<file path="src/rtl/ila_capture_controller_pkg.sv">
// Shared types and defaults for the ILA capture controller and its readout streamer.
package ila_capture_controller_pkg;

  localparam int DEF_DATA_WIDTH    = 8;
  localparam int DEF_ADDR_WIDTH    = 4;
  localparam int DEF_HOLDOFF_WIDTH = 8;

  typedef enum logic [2:0] {
    ST_IDLE    = 3'd0,
    ST_FILL    = 3'd1,
    ST_ARMED   = 3'd2,
    ST_HOLDOFF = 3'd3,
    ST_READOUT = 3'd4,
    ST_DONE    = 3'd5
  } cap_state_t;

  typedef enum logic [1:0] {
    RD_IDLE  = 2'd0,
    RD_FETCH = 2'd1,
    RD_VALID = 2'd2
  } rd_state_t;

  function automatic int mem_size(input int addr_width);
    return 1 << addr_width;
  endfunction

endpackage

</file>
<file path="src/rtl/ila_capture_controller_if.sv">
// Buffer RAM ports plus the valid/ready readout stream towards the host link.
interface ila_capture_controller_if #(
  parameter int DATA_WIDTH = ila_capture_controller_pkg::DEF_DATA_WIDTH,
  parameter int ADDR_WIDTH = ila_capture_controller_pkg::DEF_ADDR_WIDTH
);
  logic                  o_mem_we;
  logic [ADDR_WIDTH-1:0] o_mem_waddr;
  logic [DATA_WIDTH-1:0] o_mem_wdata;
  logic [ADDR_WIDTH-1:0] o_mem_raddr;
  logic [DATA_WIDTH-1:0] i_mem_rdata;
  logic                  o_valid;
  logic                  i_ready;
  logic [DATA_WIDTH-1:0] o_sample;
  logic                  o_last;

  modport master (
    output o_mem_we, o_mem_waddr, o_mem_wdata, o_mem_raddr,
    output o_valid, o_sample, o_last,
    input  i_mem_rdata, i_ready
  );

  modport slave (
    input  o_mem_we, o_mem_waddr, o_mem_wdata, o_mem_raddr,
    input  o_valid, o_sample, o_last,
    output i_mem_rdata, i_ready
  );
endinterface

</file>
<file path="src/rtl/ila_capture_controller_readout.sv">
// Streams the frozen buffer oldest-first: one RAM fetch, then hold valid until ready.
module ila_readout_streamer
  import ila_capture_controller_pkg::*;
#(
  parameter int DATA_WIDTH = DEF_DATA_WIDTH,
  parameter int ADDR_WIDTH = DEF_ADDR_WIDTH
) (
  input  logic                  clk,
  input  logic                  reset,
  input  logic                  i_clear,
  input  logic                  i_start,
  input  logic [ADDR_WIDTH-1:0] i_start_addr,
  output logic [ADDR_WIDTH-1:0] o_raddr,
  input  logic [DATA_WIDTH-1:0] i_mem_rdata,
  output logic                  o_valid,
  input  logic                  i_ready,
  output logic [DATA_WIDTH-1:0] o_sample,
  output logic                  o_last,
  output logic                  o_done
);

  localparam logic [ADDR_WIDTH-1:0] LAST_CNT = '1;

  rd_state_t             rd_state, rd_state_d;
  logic [ADDR_WIDTH-1:0] raddr;
  logic [ADDR_WIDTH-1:0] sent_cnt;
  logic                  is_last;
  logic                  handshake;

  assign is_last   = (sent_cnt == LAST_CNT);
  assign handshake = (rd_state == RD_VALID) && i_ready;

  always_comb begin
    rd_state_d = rd_state;
    o_done     = 1'b0;
    unique case (rd_state)
      RD_IDLE:  if (i_start) rd_state_d = RD_FETCH;
      RD_FETCH: rd_state_d = RD_VALID;
      RD_VALID: begin
        if (i_ready) begin
          rd_state_d = is_last ? RD_IDLE : RD_FETCH;
          o_done     = is_last;
        end
      end
      default:  rd_state_d = RD_IDLE;
    endcase
    if (i_clear) begin
      rd_state_d = RD_IDLE;
      o_done     = 1'b0;
    end
  end

  always_ff @(posedge clk) begin
    if (reset || i_clear) begin
      rd_state <= RD_IDLE;
      raddr    <= '0;
      sent_cnt <= '0;
    end else begin
      rd_state <= rd_state_d;
      if (rd_state == RD_IDLE && i_start) begin
        raddr    <= i_start_addr;
        sent_cnt <= '0;
      end else if (handshake && !is_last) begin
        raddr    <= raddr + ADDR_WIDTH'(1);
        sent_cnt <= sent_cnt + ADDR_WIDTH'(1);
      end
    end
  end

  // Sample comes off the RAM's output register; raddr is frozen while waiting, so it holds.
  assign o_raddr  = raddr;
  assign o_valid  = (rd_state == RD_VALID);
  assign o_sample = o_valid ? i_mem_rdata : '0;
  assign o_last   = o_valid && is_last;

endmodule

</file>
<file path="src/rtl/ila_capture_controller.sv">
// Capture sequencer for the ILA circular buffer: arm, prime, trigger, holdoff, freeze, stream out.
module ila_capture_controller
  import ila_capture_controller_pkg::*;
#(
  parameter int DATA_WIDTH    = DEF_DATA_WIDTH,
  parameter int ADDR_WIDTH    = DEF_ADDR_WIDTH,
  parameter int HOLDOFF_WIDTH = DEF_HOLDOFF_WIDTH
) (
  input  logic                     clk,
  input  logic                     reset,
  input  logic                     i_arm,
  input  logic                     i_abort,
  input  logic                     i_trigger,
  input  logic [HOLDOFF_WIDTH-1:0] i_holdoff,
  input  logic [DATA_WIDTH-1:0]    i_data,
  ila_capture_controller_if.master bus,
  output logic [ADDR_WIDTH-1:0]    o_trig_index,
  output logic                     o_primed,
  output logic                     o_busy,
  output logic                     o_done
);

  localparam int                    MEMORY_SIZE = mem_size(ADDR_WIDTH);
  localparam logic [31:0]           HOLD_MAX    = 32'(MEMORY_SIZE - 1);
  localparam logic [ADDR_WIDTH-1:0] MAX_ADDR    = '1;
  localparam logic [ADDR_WIDTH-1:0] FILL_LAST   = {{(ADDR_WIDTH-1){1'b1}}, 1'b0};

  cap_state_t            state, state_d;
  logic [ADDR_WIDTH-1:0] waddr;
  logic [ADDR_WIDTH-1:0] fill_cnt;
  logic [ADDR_WIDTH-1:0] hold_cnt;
  logic [ADDR_WIDTH-1:0] hold_lat;
  logic [ADDR_WIDTH-1:0] trig_index;
  logic                  primed;
  logic                  mem_we;
  logic                  stream_start;
  logic                  stream_done;
  logic [ADDR_WIDTH-1:0] start_addr;

  // Holdoff never exceeds MEMORY_SIZE-1, so the trigger sample survives the freeze.
  function automatic logic [ADDR_WIDTH-1:0] clamp_holdoff(input logic [HOLDOFF_WIDTH-1:0] h);
    logic [31:0] hw;
    hw = 32'(h);
    if (hw > HOLD_MAX) return MAX_ADDR;
    return hw[ADDR_WIDTH-1:0];
  endfunction

  assign hold_lat   = clamp_holdoff(i_holdoff);
  assign mem_we     = (state == ST_FILL) || (state == ST_ARMED) || (state == ST_HOLDOFF);
  assign start_addr = waddr + ADDR_WIDTH'(1);

  always_comb begin
    state_d      = state;
    stream_start = 1'b0;
    unique case (state)
      ST_IDLE, ST_DONE: if (i_arm) state_d = ST_FILL;
      ST_FILL:          if (fill_cnt == FILL_LAST) state_d = ST_ARMED;
      ST_ARMED: begin
        if (i_trigger) begin
          state_d      = (hold_lat == '0) ? ST_READOUT : ST_HOLDOFF;
          stream_start = (hold_lat == '0);
        end
      end
      ST_HOLDOFF: begin
        if (hold_cnt == ADDR_WIDTH'(1)) begin
          state_d      = ST_READOUT;
          stream_start = 1'b1;
        end
      end
      ST_READOUT:       if (stream_done) state_d = ST_DONE;
      default:          state_d = ST_IDLE;
    endcase
    if (i_abort) begin
      state_d      = ST_IDLE;
      stream_start = 1'b0;
    end
  end

  always_ff @(posedge clk) begin
    if (reset || i_abort) begin
      state      <= ST_IDLE;
      waddr      <= '0;
      fill_cnt   <= '0;
      hold_cnt   <= '0;
      trig_index <= '0;
      primed     <= 1'b0;
    end else begin
      state <= state_d;
      if (mem_we) waddr <= waddr + ADDR_WIDTH'(1);
      unique case (state)
        ST_IDLE, ST_DONE: begin
          if (i_arm) begin
            waddr    <= '0;
            fill_cnt <= '0;
            primed   <= 1'b0;
          end
        end
        ST_FILL: begin
          fill_cnt <= fill_cnt + ADDR_WIDTH'(1);
          if (fill_cnt == FILL_LAST) primed <= 1'b1;
        end
        ST_ARMED: begin
          if (i_trigger) begin
            hold_cnt   <= hold_lat;
            trig_index <= MAX_ADDR - hold_lat;
          end
        end
        ST_HOLDOFF: hold_cnt <= hold_cnt - ADDR_WIDTH'(1);
        default: ;
      endcase
    end
  end

  ila_readout_streamer #(
    .DATA_WIDTH (DATA_WIDTH),
    .ADDR_WIDTH (ADDR_WIDTH)
  ) u_streamer (
    .clk          (clk),
    .reset        (reset),
    .i_clear      (i_abort),
    .i_start      (stream_start),
    .i_start_addr (start_addr),
    .o_raddr      (bus.o_mem_raddr),
    .i_mem_rdata  (bus.i_mem_rdata),
    .o_valid      (bus.o_valid),
    .i_ready      (bus.i_ready),
    .o_sample     (bus.o_sample),
    .o_last       (bus.o_last),
    .o_done       (stream_done)
  );

  assign bus.o_mem_we    = mem_we;
  assign bus.o_mem_waddr = waddr;
  assign bus.o_mem_wdata = i_data;
  assign o_trig_index    = trig_index;
  assign o_primed        = primed;
  assign o_busy          = (state != ST_IDLE) && (state != ST_DONE);
  assign o_done          = (state == ST_DONE);

endmodule

</file>
<file path="src/flat_wrapper.sv">
// flat-port wrapper written by rule: the top's interface ports become plain ports
module ila_capture_controller_flat import ila_capture_controller_pkg::*;
#(
  parameter int DATA_WIDTH    = DEF_DATA_WIDTH,
  parameter int ADDR_WIDTH    = DEF_ADDR_WIDTH,
  parameter int HOLDOFF_WIDTH = DEF_HOLDOFF_WIDTH
)
  (clk, reset, i_arm, i_abort, i_trigger, i_holdoff, i_data, o_trig_index, o_primed, o_busy, o_done, bus_o_mem_we, bus_o_mem_waddr, bus_o_mem_wdata, bus_o_mem_raddr, bus_o_valid, bus_o_sample, bus_o_last, bus_i_mem_rdata, bus_i_ready);
  ila_capture_controller_if #(.DATA_WIDTH(DATA_WIDTH), .ADDR_WIDTH(ADDR_WIDTH)) bus_i ();
  input  logic clk;
  input  logic reset;
  input  logic i_arm;
  input  logic i_abort;
  input  logic i_trigger;
  input  logic [HOLDOFF_WIDTH-1:0] i_holdoff;
  input  logic [DATA_WIDTH-1:0] i_data;
  output logic [ADDR_WIDTH-1:0] o_trig_index;
  output logic o_primed;
  output logic o_busy;
  output logic o_done;
  output wire logic [$bits(bus_i.o_mem_we)-1:0] bus_o_mem_we;
  output wire logic [$bits(bus_i.o_mem_waddr)-1:0] bus_o_mem_waddr;
  output wire logic [$bits(bus_i.o_mem_wdata)-1:0] bus_o_mem_wdata;
  output wire logic [$bits(bus_i.o_mem_raddr)-1:0] bus_o_mem_raddr;
  output wire logic [$bits(bus_i.o_valid)-1:0] bus_o_valid;
  output wire logic [$bits(bus_i.o_sample)-1:0] bus_o_sample;
  output wire logic [$bits(bus_i.o_last)-1:0] bus_o_last;
  input wire logic [$bits(bus_i.i_mem_rdata)-1:0] bus_i_mem_rdata;
  input wire logic [$bits(bus_i.i_ready)-1:0] bus_i_ready;
  assign bus_o_mem_we = bus_i.o_mem_we;
  assign bus_o_mem_waddr = bus_i.o_mem_waddr;
  assign bus_o_mem_wdata = bus_i.o_mem_wdata;
  assign bus_o_mem_raddr = bus_i.o_mem_raddr;
  assign bus_o_valid = bus_i.o_valid;
  assign bus_o_sample = bus_i.o_sample;
  assign bus_o_last = bus_i.o_last;
  assign bus_i.i_mem_rdata = bus_i_mem_rdata;
  assign bus_i.i_ready = bus_i_ready;
  ila_capture_controller #(.DATA_WIDTH(DATA_WIDTH), .ADDR_WIDTH(ADDR_WIDTH), .HOLDOFF_WIDTH(HOLDOFF_WIDTH)) u_core (.clk(clk), .reset(reset), .i_arm(i_arm), .i_abort(i_abort), .i_trigger(i_trigger), .i_holdoff(i_holdoff), .i_data(i_data), .bus(bus_i), .o_trig_index(o_trig_index), .o_primed(o_primed), .o_busy(o_busy), .o_done(o_done));
endmodule
</file>
<file path="config.mk">
export PLATFORM = sky130hd
export DESIGN_NAME = ila_capture_controller_flat
export DESIGN_NICKNAME = d
export VERILOG_FILES = /design/src/rtl/ila_capture_controller_pkg.sv /design/src/rtl/ila_capture_controller_if.sv /design/src/rtl/ila_capture_controller_readout.sv /design/src/rtl/ila_capture_controller.sv /design/src/flat_wrapper.sv
export SDC_FILE = /design/constraint.sdc
export NUM_CORES = 1
export LEC_CHECK = 0
export CORE_AREA = 5 5 79 81
export DETAILED_ROUTE_END_ITERATION = 16
export DIE_AREA = 0 0 84 86
export PLACE_DENSITY = 0.75
export SETUP_SLACK_MARGIN = 0.1
export SYNTH_ARGS = -nofsm -noshare
export SYNTH_HDL_FRONTEND = slang
export SYNTH_SLANG_ARGS = --single-unit
</file>
<file path="constraint.sdc">
create_clock -name clk -period 1.5 [get_ports clk]
set_input_delay 0.375 -clock clk [delete_from_list [all_inputs] [get_ports clk]]
set_output_delay 0.375 -clock clk [all_outputs]
set_load 0.005 [all_outputs]
</file>
Word level (Yosys, flattened, before mapping)
Cells that the tools add are included.

cells by class
  add/subtract/negate cells = 6
  order comparisons = 1
  eq/ne operators = 18
  muxes and demuxes = 34
  reductions and logical operators = 25

operators by type and width
  operator                                                        number
  two-way mux 4 bit                                               9
  two-way mux 3 bit                                               6
  adder 4 x 1 -> 4 bit (second input constant)                    4
  one-hot mux 4 bit (2 select lines)                              2
  one-hot mux 3 bit (5 select lines)                              1
  != test 2 bit (second input constant)                           6
  two-way mux 1 bit                                               10
  equality test 4 bit (second input constant)                     2
  greater-than comparator 8 x 4 -> 1 bit (second input constant)  1
  two-way mux 8 bit                                               1
  AND reduction 2 bit                                             4
  equality test 3 x 2 -> 1 bit (second input constant)            2
  equality test 3 bit (second input constant)                     2
  one-hot mux 2 bit (3 select lines)                              1
  nonzero test 2 bit                                              3
  OR reduction 2 bit                                              3
  logical AND 1 bit                                               5
  AND reduction 5 bit                                             1
  equality test 4 x 1 -> 1 bit (second input constant)            1
  logical NOT 4 bit                                               1
  two-way mux 2 bit                                               2
  one-hot mux 1 bit (2 select lines)                              2
  subtractor 4 x 1 -> 4 bit (second input constant)               1
  subtractor 4 bit (first input constant)                         1
  11 further kinds                                                13

word-level totals
  bits in registers = 30
  input port bits = 30

Longest topological paths before layout
Gate-level depths: netlist of the first run.

  depth in word-level cells = 9
  gate-level depth with buffers = 6

Hierarchy
A second synthesis of the first run with hierarchy kept.

unflattened totals
  cell total of the unflattened synthesis = 222
  area total of the unflattened synthesis = 1,864.3 um2

by module, submodules not included
  module                  times used  cells each  area an instance (um2)  sequential area each (um2)
  ila_capture_controller  1           150         1,260.0                 400.4
  ila_readout_streamer    1           72          604.3                   200.2

Least setup slack after synthesis of the first run
Ideal clock, no wire load.

  path kind = register to register
  from = reg u_core.hold_cnt[1]
  to = reg u_core.state[0]
  setup time = 125 ps
  data arrival time = 1,298 ps
  required time = 1,375 ps
  path slack = 77 ps
  cell stages (with the launch flop) = 7
  buffers on the path = 0
  period minus slack after synthesis = 1,423 ps
  cell sequence = dfxtp_1 > inv_1 > ha_1 > and4bb_2 > a211o_1 > and3_1 > mux2i_1

between the ends
  cells in the longest elaborated chain, start to end = 3

ends and longest elaborated chain
  element                               RTL line                       source
  from (decl)                           ila_capture_controller.sv:31   logic [ADDR_WIDTH-1:0] hold_cnt;
  from (signal assigned)                ila_capture_controller.sv:104  hold_cnt <= hold_lat;
  from (signal assigned)                ila_capture_controller.sv:108  ST_HOLDOFF: hold_cnt <= hold_cnt - ADDR_WIDTH'(1);
  equality test 4 x 1 -> 1 bit          ila_capture_controller.sv:65   if (hold_cnt == ADDR_WIDTH'(1)) begin
  != test 2 bit (no source line)        n/a
  AND reduction 5 bit (no source line)  n/a
  to (signal assigned)                  ila_capture_controller.sv:88   state <= state_d;
  to (decl)                             ila_capture_controller.sv:28   cap_state_t state, state_d;

Every way passes these cells.
A chain may end at the register's enable or synchronous reset.

Final worst setup path of the first run
  from = reg u_core.u_streamer.rd_state[0]
  to = out bus_o_last

between the ends
  cells in the longest elaborated chain, start to end = 2

ends and longest elaborated chain
  element                 RTL line                              source
  from (decl)             ila_capture_controller_readout.sv:24  rd_state_t rd_state, rd_state_d;
  from (signal assigned)  ila_capture_controller_readout.sv:59  rd_state <= rd_state_d;
  equality test 2 bit     ila_capture_controller_readout.sv:72  assign o_valid = (rd_state == RD_VALID);
  logical AND 1 bit       ila_capture_controller_readout.sv:74  assign o_last = o_valid && is_last;
  to (decl)               flat_wrapper.sv:27                    output wire logic [$bits(bus_i.o_last)-1:0] bus_o_last;

Every way passes these cells.

==> key figures, run 1 <==
STA
  – RSZ-0062 raised after global routing: true
  – Fin crit share: 1.05
  – Fin. Hold Viols: 0
  – Clock period minus worst slack: 1.58 ns
  – F_max: about 0.63 GHz
  – Final Slew Violations: 0
  – Post-route setup TNS: -0.349 ns
  – WHS: ~0.45 ns
  – Fin worst setup slack: -0.0816 ns
  – Final Skew: 0.00405 ns
  – Tightest Pin Transition: roughly 0.34 ns
  – Setup violators final: 7
  – Slew HR: 0.771

Power
  – Internal: 1390 uW
  – Pleak: around 0.0013 uW
  – Share of total power in sequential cells: 0.430
  – P per Cell Area: between 500 and 600 nW/um^2
  – Total net switching power: 490 uW
  – VDD IR-drop max: 315 uV
  – Combinational share of power: 0.206
  – Sw frac: 0.260
  – Clock Power Share: 0.364

GRT
  – Number of global-route vias before repair: 1,936
  – Largest net degree at the start of global routing: 11
  – First-pass GRT wire length: 8650 um
  – Tot GR Track Use: 0.146
  – Initial antenna violation count: 0
  – Total global routing overflow: 0

Clock tree
  – Latest clock arrival within the worst-skew pair: 0.29 ns
  – Cts hold-fix bufs: 0
  – Clock Tree Buf Depth: 2
  – CTS Buf Count: 5
  – Clock Sinks: 30
  – Worst-path clk slew: about 0.07 ns
  – CTS Root Cell: clkbuf_8
  – CTS tree: yes
  – Max H-tree Level: 2

Layout
  – Ant diodes: 0
  – Util after Layout: 0.603
  – Layout cells sized above 1: 0.529
  – Net count, final: 350
  – Layout area overhead: 77.4%
  – Finished Layout Cells: 386

Synth
  – Synth top area share: 0.327
  – Yosys cell types: 49
  – Synth warn: 0
  – Post-Syn Instances: between 200 and 250
  – Ys async rst share: 0
  – Top FF cell, synth: dfxtp_1
  – Avg Cell Area, Syn: 8.62 um^2
  – Count leader, synth: dfxtp_1
  – Yosys reg bits: 30
  – Most area-hungry cell type in the Yosys netlist: dfxtp_1
  – Post-Synthesis Net Count: 250
  – Mapped Area: approximately 1800 um^2
  – Sequential area share after synthesis: 0.327
  – Top cells by count, synth: dfxtp_1 (30), a21oi_1 (17), nor2_1 (16)
  – Synth area leaders: dfxtp_1 (33%), ha_1 (4.8%), a21oi_1 (4.6%), a211oi_1 (4.1%), xor2_1 (3.8%)
  – Post-synth EDFFs: 0

Place
  – Final RePlAce weighted congestion: 0.863
  – PortBufs: 47
  – DP Wirelength: 3600 um
  – Pre-CTS setup slack: -0.513 ns
  – Placed Instances: 352

Worst setup path
  – Worst R2R Setup Slack: -0.07 ns
  – CP startpoint kind: register
  – CP startpoint: u_core.u_streamer.rd_state[0]$_SDFFE_PP0P_
  – Crit path arrival time: 1.21 ns
  – CP required: ~1.1 ns
  – Critical path type: register to output port
  – Worst-path maximum fanout: 5
  – Worst r2r src: u_core.state[2]$_SDFFE_PP0P_
  – Worst setup EP type: output port

Drt
  – Number of DRC markers in iteration 0: 85
  – First-pass DRT Iterations: 4
  – Met1 WL: approximately 2300 um
  – WL/cell: between 10 and 15 um
  – Final WL: 5540 um
  – Met2 Wirelength: 2840 um
  – Residual DRC count: 0
  – Antenna Violating Nets Remaining: 0
  – Via density: 5.00
  – Max Used Layer: met4
  – Met3 wire length: 327 um
  – DR vias: 1,930

Die
  – Die area: 7220 um^2
  – Core area: roughly 5400 um^2
  – Die Y: ~86 um
  – Starting Density: 0.340
  – Row count: 27
  – I/O Pins: between 60 and 70
  – Die Wd: ~84 um

Worst hold path
  – Worst hold path startpoint: u_core.o_primed$_SDFFE_PP0P_
  – Min-Delay Path Class: register to register

Outcome
  – Outcome: finished, violations left
  – Failing checks: negative setup slack

Run
  – Number of max-cap violations: 0
==> path summary, 6_finish.rpt <==
kind,to,cells after the start
worst max-delay path,bus_o_last,5
worst min-delay path,u_core.o_primed$_SDFFE_PP0P_,2
worst max register to register,u_core.u_streamer.o_raddr[2]$_SDFFE_PP0P_,6
worst min register to register,u_core.o_primed$_SDFFE_PP0P_,2
==> cell type report <==
| class | count | area [um^2] |
|---|---|---|
| fill | 469 | 2150 |
| multi-input combinational | 156 | 1440 |
| timing repair buffer | 112 | 977 |
| sequential | 30 | 633 |
| tap | 72 | 90.1 |
| clock buffer | 7 | 86.3 |
| inverter | 8 | 30.0 |
| clock inverter | 1 | 5.00 |
==> per-stage QoR <==
step                cell area, um^2  power, uW
floorplan                      1850        975
global placement               2580       1110
detailed placement             2580       1110
CTS                            3080       1850
global route                   3260       1960
finish                         3260       1880
==> placed cells by master, fill, tap and decap left out, types with 8 or more instances in the layout <==
master | Yosys | layout
a211oi_2 | 1 | 9
dfxtp_2 | 0 | 11
buf_6 | 2 | 23
dlygate4sd2_1 | 0 | 22
nand2_1 | 9 | 8
clkdlybuf4s50_1 | 0 | 10
nor2_1 | 16 | 13
dfxtp_1 | 30 | 14
buf_4 | 9 | 48
a21oi_1 | 17 | 14
==> cell families after synthesis <==
family	share of synthesized area
AO/OA/AOI/OAI	0.175
buffers and inverters	0.0817
multiplexers	0.0163
flip-flops	0.327
XOR/XNOR	0.0715
AND/OR/NAND/NOR	0.281
adder cells (fa/ha/maj)	0.0477
==> registers in the layout, indices dropped and copies added, names as in the netlist <==
signal and flops:
u_core.u_streamer.sent_cnt 4, u_core.fill_cnt 4, u_core.o_trig_index 4, u_core.hold_cnt 4, u_core.state 3, u_core.u_streamer.o_raddr 4, u_core.bus.o_mem_waddr 4, u_core.o_primed 1
u_core.u_streamer.rd_state 2
==> worst max-delay path, cell delays in order (launching register included) <==
cell and delay, ns:
dfxtp_2 0.36, nor2b_4 0.14, buf_6 0.12, buf_6 0.09
and2_4 0.13, buf_6 0.08
==> routing by layer <==
| layer | up-vias | track usage |
|---|---|---|
| met5 | - | 0 |
| met3 | 8 | 0.0548 |
| met1 | 922 | 0.164 |
| li1 | 955 | - |
| met4 | 0 | 0.0497 |
| met2 | 45 | 0.257 |
==> what timing repair did <==
| action | CTS | global route |
|---|---|---|
| setup buffers | 19 | 7 |
| gates resized for setup | 168 | 29 |
| cloned | 1 | 1 |
| endpoints found under the setup margin | 48 | 41 |
| pin swaps | 32 | 17 |
| endpoints found under the hold margin | 0 | 0 |
==> power by group through the flow <==
stage | clock network (uW) | registers, uW | logic [uW]
after global routing | 736 | 811 | 416
after detailed placement | 0 | 831 | 282
final | 685 | 810 | 389
after global placement | 0 | 830 | 280
after floorplan | 0 | 828 | 146
after CTS | 698 | 810 | 339
(Power assumes the default switching activity.)
==> run 2, diff against run 1 <==
GPL_ROUTABILITY_DRIVEN = 0   (was default)
==> results of run 2 <==
Final layout, timing and power as in run 1 (identical DEF).
